===== config.mk =====
export PLATFORM = sky130hd
export DESIGN_NAME = serial_subtractor
export DESIGN_NICKNAME = d
export VERILOG_FILES = /design/src/rtl/serial_subtractor.sv
export SDC_FILE = /design/constraint.sdc
export NUM_CORES = 1
export LEC_CHECK = 0
export CORE_MARGIN = 5
export CORE_UTILIZATION = 28
export CTS_CLUSTER_DIAMETER = 30
export DETAILED_ROUTE_END_ITERATION = 10
export GPL_TIMING_DRIVEN = 0
export MAX_ROUTING_LAYER = met4
export PLACE_DENSITY_LB_ADDON = 0.25
export SLEW_MARGIN = 10
export SYNTH_ARGS = -nofsm -noshare
export SYNTH_HDL_FRONTEND = slang
export SYNTH_SLANG_ARGS = --single-unit

===== constraint.sdc =====
create_clock -name clk -period 1.7 [get_ports clk]
set_clock_uncertainty 0.05 [all_clocks]
set_input_delay 0.34 -clock clk [delete_from_list [all_inputs] [get_ports clk]]
set_output_delay 0.34 -clock clk [all_outputs]
set_load 0.01 [all_outputs]

===== src/rtl/serial_subtractor.sv =====
// serial_subtractor: bit-serial two's-complement subtractor, D = A - B.
// One full-subtractor cell with a registered borrow processes one bit per
// clock, LSB first, over WIDTH cycles. Operands enter and results leave
// through valid/ready handshakes.
//
// Optional feature: define SERIAL_SUB_OVF_EN to add the OVF output
// (signed two's-complement overflow of A - B).
//
// Handshake semantics (both sides): a transfer happens on a rising edge
// where valid && ready are both high. The consumer may hold out_ready low
// for as long as it likes; D/BORROW (and OVF) stay frozen while out_valid=1.
// in_valid outside IDLE and out_ready outside DONE are ignored.
//
// state_dbg exposes the FSM state (0=IDLE, 1=RUN, 2=DONE) for observation.
module serial_subtractor #(
    parameter int WIDTH = 4
) (
    input  logic             clk,
    input  logic             rst,
    input  logic             in_valid,
    output logic             in_ready,
    input  logic [WIDTH-1:0] A,
    input  logic [WIDTH-1:0] B,
    output logic             out_valid,
    input  logic             out_ready,
    output logic [WIDTH-1:0] D,
    output logic             BORROW,
    output logic             busy,
`ifdef SERIAL_SUB_OVF_EN
    output logic             OVF,
`endif
    output logic [1:0]       state_dbg
);

    typedef enum logic [1:0] {
        IDLE = 2'd0,
        RUN  = 2'd1,
        DONE = 2'd2
    } state_t;

    localparam int CW = (WIDTH > 2) ? $clog2(WIDTH) : 1;
    localparam logic [CW-1:0] LAST = CW'(WIDTH - 1);

    state_t          state;
    state_t          next_state;
    logic [WIDTH-1:0] a_sh;
    logic [WIDTH-1:0] b_sh;
    logic [WIDTH-1:0] d_reg;
    logic [CW-1:0]   cnt;
    logic            br;
    logic            borrow_q;
    logic            accept;
    logic            last_bit;
    logic            a_bit;
    logic            b_bit;
    logic            d_bit;
    logic            br_next;
`ifdef SERIAL_SUB_OVF_EN
    logic            a_msb;
    logic            b_msb;
    logic            ovf_q;
`endif

    // State register; reset wins over every transition.
    always_ff @(posedge clk) begin
        if (rst) begin
            state <= IDLE;
        end else begin
            state <= next_state;
        end
    end

    // Next-state and handshake outputs.
    always_comb begin
        next_state = state;
        in_ready   = 1'b0;
        out_valid  = 1'b0;
        busy       = 1'b0;
        accept     = 1'b0;
        last_bit   = 1'b0;
        case (state)
            IDLE: begin
                in_ready = 1'b1;
                if (in_valid) begin
                    accept     = 1'b1;
                    next_state = RUN;
                end
            end
            RUN: begin
                busy = 1'b1;
                if (cnt == LAST) begin
                    last_bit   = 1'b1;
                    next_state = DONE;
                end
            end
            DONE: begin
                busy      = 1'b1;
                out_valid = 1'b1;
                if (out_ready) begin
                    next_state = IDLE;
                end
            end
            default: begin
                next_state = IDLE;
            end
        endcase
    end

    // Full-subtractor cell working on the current LSBs.
    always_comb begin
        a_bit   = a_sh[0];
        b_bit   = b_sh[0];
        d_bit   = a_bit ^ b_bit ^ br;
        br_next = (~a_bit & b_bit) | (~(a_bit ^ b_bit) & br);
    end

    // Operand/result shift registers, borrow flop and bit counter.
    always_ff @(posedge clk) begin
        if (rst) begin
            a_sh     <= '0;
            b_sh     <= '0;
            d_reg    <= '0;
            cnt      <= '0;
            br       <= 1'b0;
            borrow_q <= 1'b0;
`ifdef SERIAL_SUB_OVF_EN
            a_msb    <= 1'b0;
            b_msb    <= 1'b0;
            ovf_q    <= 1'b0;
`endif
        end else begin
            if (accept) begin
                a_sh  <= A;
                b_sh  <= B;
                d_reg <= '0;
                cnt   <= '0;
                br    <= 1'b0;
`ifdef SERIAL_SUB_OVF_EN
                a_msb <= A[WIDTH-1];
                b_msb <= B[WIDTH-1];
                ovf_q <= 1'b0;
`endif
            end else if (state == RUN) begin
                a_sh  <= a_sh >> 1;
                b_sh  <= b_sh >> 1;
                d_reg <= {d_bit, d_reg[WIDTH-1:1]};
                cnt   <= cnt + CW'(1);
                br    <= br_next;
                if (last_bit) begin
                    borrow_q <= br_next;
`ifdef SERIAL_SUB_OVF_EN
                    // d_bit is the result MSB on the final RUN edge.
                    ovf_q <= (a_msb != b_msb) && (d_bit != a_msb);
`endif
                end
            end
        end
    end

    assign D         = d_reg;
    assign BORROW    = borrow_q;
    assign state_dbg = state;
`ifdef SERIAL_SUB_OVF_EN
    assign OVF       = ovf_q;
`endif

endmodule


==> impl_metrics.toml <==
[worst_setup_path]
worst-setup-path-type = "flip-flop to primary output"
crit_path_end_kind = "primary output"
cpPeakStageDelay_ps = 370
crit_buf_inv = 2
crit_chain = "inv_2 -> ha_4 -> clkdlybuf4s15_2"
crit_required_ps = 1310
critPathSlowestCell = "dfxtp_2"
worst_ep_arrival_time_ps = 1230
crit_path_max_fanout = 4
startpoint_type = "flip-flop"
crit_family = "flip-flops"

[sta]
fin_crit_sh_pct = 95.1
setup_violations = 0
worst_pin_slew_ps = 451
rsz0062_at_grt = "false"
max_slew_margin_pct = 70.0
finalMaxSlewViolations = 0
hold_violations = 0
min_period_ps = 1620
fmax_mhz = 619

[placement]
post_dp_cell_area_sq_um = 1100
dpl.cell_count = 140
gp_congestion = 0.788
numPortBuffers = 21
dp_hpwl_microns = 1340

[drt]
routed_wl_microns = 1860
initialDrtViolationCount = 12
vias = 677
first_pass_iters = 4
drtAntennaViolNets = 0
vias_per_cell = 4.64
drc = 0
wl_per_cell_microns = 12.7

[global_routing]
grt_max_degree = 11
antenna_found_initial = 0
grt_pass1_vias = 753
grt_pass1_wl_microns = 3320
grt_use_total_pct = 10.5
top_usage_layer = "met2"
grt_remaining_overflow = 0
met1_usage_pct = 12.2
use_met3_pct = 3.29
use_met2_pct = 15.8

[yosys]
yosys.area_share.adder_pct = 11.3
synth_area_leaders = "dfxtp_1 43%, mux2i_1 15%, ha_1 8.9%, a211oi_1 6.2%, nor2_1 5.8%"
yosysTopAreaCell = "dfxtp_1"
avgSynthCellArea_sq_um = 9.82
synth.cell_area_sq_um = 845
synthCells = 86
ys_warn_count = 0
ys_seq_area_share_pct = 42.7
synth_compound_area_share_pct = 10.7
synth_top_family_by_area = "multiplexers"
yosys.area_share.xor_xnor_pct = 1.04
synth_seq_cells = 18
yosysTopAreaCellShare_pct = 42.7
synth_simple_gate_area_share_pct = 13.6
synthDistinctLibCells = 20
synth_mux_area_share_pct = 15.4
synth_fp_nets = 105

[finish]
area_delta_synth_final_pct = 38.1
n_antenna_cell = 0
fillers = 310
utilization_pct = 39.2
final_nets = 133
drive_above_1_share_pct = 13.3
stdcell_count = 146
fin_area_sq_um = 1170

[floorplan]
pin_count = 22
die_h_microns = 64.9
core_sq_um = 2980
dieArea_sq_um = 4210
die_w_microns = 64.9
rows = 20
initial_core_util_pct = 28.4

[clock_network]
clockBufferDepth = 2
cts_tree = "done"
cts_buffers = 3
clock_latency_ps = 290
ctsHtreeMaxLevel = 1
clock_sinks = 18
cts_root_buffer = "clkbuf_4"
holdBufCountCts = 0
cts.reportedPaths.clkPinSlew_ps = 110

[power_and_ir_drop]
max-vdd-ir-drop_uv = 607
p_leak_uw = 0.000452
power.density_nw_per_um2 = 1330

[flow_run]
cap_violations = 0

[status]
status = "completed"

[hold_path]
hold_path.class = "flip-flop to flip-flop"
==> flip-flops by register name (all words and copies together) (netlist names) <==
| signal | cells |
|---|---|
| D | 4 |
| a_sh | 4 |
| b_sh | 4 |
| cnt | 2 |
| state_dbg | 2 |
| BORROW | 1 |
| br | 1 |
==> report_power, final <==
group,internal (uW),switching [uW]
clock network,130,136
registers,518,59.6
logic,357,354
==> Yosys cell counts, drive strengths merged <==
| cell | instances |
|---|---|
| dfxtp | 18 |
| mux2i | 13 |
| nor2 | 13 |
| a211oi | 7 |
| inv | 7 |
| ha | 6 |
| nand2b | 5 |
| a21oi | 2 |
| buf | 2 |
| clkbuf | 2 |
| nand3 | 2 |
| nand3b | 2 |
| a222oi | 1 |
| a311oi | 1 |
| a41oi | 1 |
| and3 | 1 |
| fa | 1 |
| nand2 | 1 |
| xnor2 | 1 |
==> timing repair <==
action	in CTS	in global routing
resized for setup	10	3
setup buffers	0	2
setup endpoints to repair	11	9
pin swaps	0	1
hold endpoints to repair	0	0
==> worst register-to-register path, stage by stage (launching register included) <==
cell,delay (ps)
dfxtp_2,370
inv_2,80
ha_4,180
nand2_1,240
buf_2,270
nor2_1,60
a211oi_1,200
==> logic make-up after synthesis <==
group,count (synthesis)
fa+ha+maj,7
xor+xnor,1
compound gates,12
buf+inv,11
simple gates,24
flops,18
mux,13
==> final cells by class <==
cell class                 instances  area (sq um)  share of cell area, %
buffer                             4          21.3                   1.82
clock buffer                       4          36.3                   3.11
inverter                           7          26.3                   2.25
multi-input combinational         57           452                   38.7
sequential                        18           365                   31.3
tap                               33          41.3                   3.54
timing repair buffer              23           224                   19.2
==> final timing paths <==
check / from / to / slack, ps / cells after the start
hold reg to reg: br$_SDFFE_PP0N_ / br$_SDFFE_PP0N_ / 440 / 2
setup reg to reg: state_dbg[1]$_SDFFE_PP0P_ / b_sh[1]$_SDFFE_PP0P_ / 170 / 6
setup / recovery: state_dbg[1]$_SDFFE_PP0P_ / busy / 80 / 3
hold / removal: br$_SDFFE_PP0N_ / br$_SDFFE_PP0N_ / 440 / 2
==> per-layer routing <==
layer | vias up | share of wire, %
met3 | 6 | 5.3
met2 | 22 | 46
li1 | 349 | -
met1 | 300 | 46
met4 | 0 | 2.3
met5 | - | 0
==> through the flow <==
stage	setup TNS [ps]	power [uW]	hold slack [ps]	setup WS, ps
finish	0	1550	435	84.1
global route	0	1690	460	23.9
CTS	0	1530	435	2.33
detailed placement	-348	1240	419	-104
global placement	-179	1220	418	-89.8
floorplan	0	1010	406	140
==> layout by cell type (no fill, tap or decap) <==
cell / instances
nand3b_1: 2
clkdlybuf4s15_2: 1
a211oi_1: 7
inv_1: 5
nand2_1: 1
a311oi_1: 1
buf_2: 1
a222oi_1: 1
clkbuf_4: 4
a21oi_1: 2
dfxtp_4: 1
nand3_1: 2
nand2b_1: 5
clkbuf_1: 1
dfxtp_1: 16
nor2_1: 13
buf_4: 2
and3_1: 1
clkbuf_8: 1
dfxtp_2: 1
clkdlybuf4s50_1: 18
ha_4: 1
clkbuf_2: 1
a41oi_1: 1
fa_1: 1
dlygate4sd2_1: 2
mux2i_1: 13
inv_2: 2
xnor2_1: 1
ha_1: 5
No activity file was read; power rests on OpenSTA's default activity.
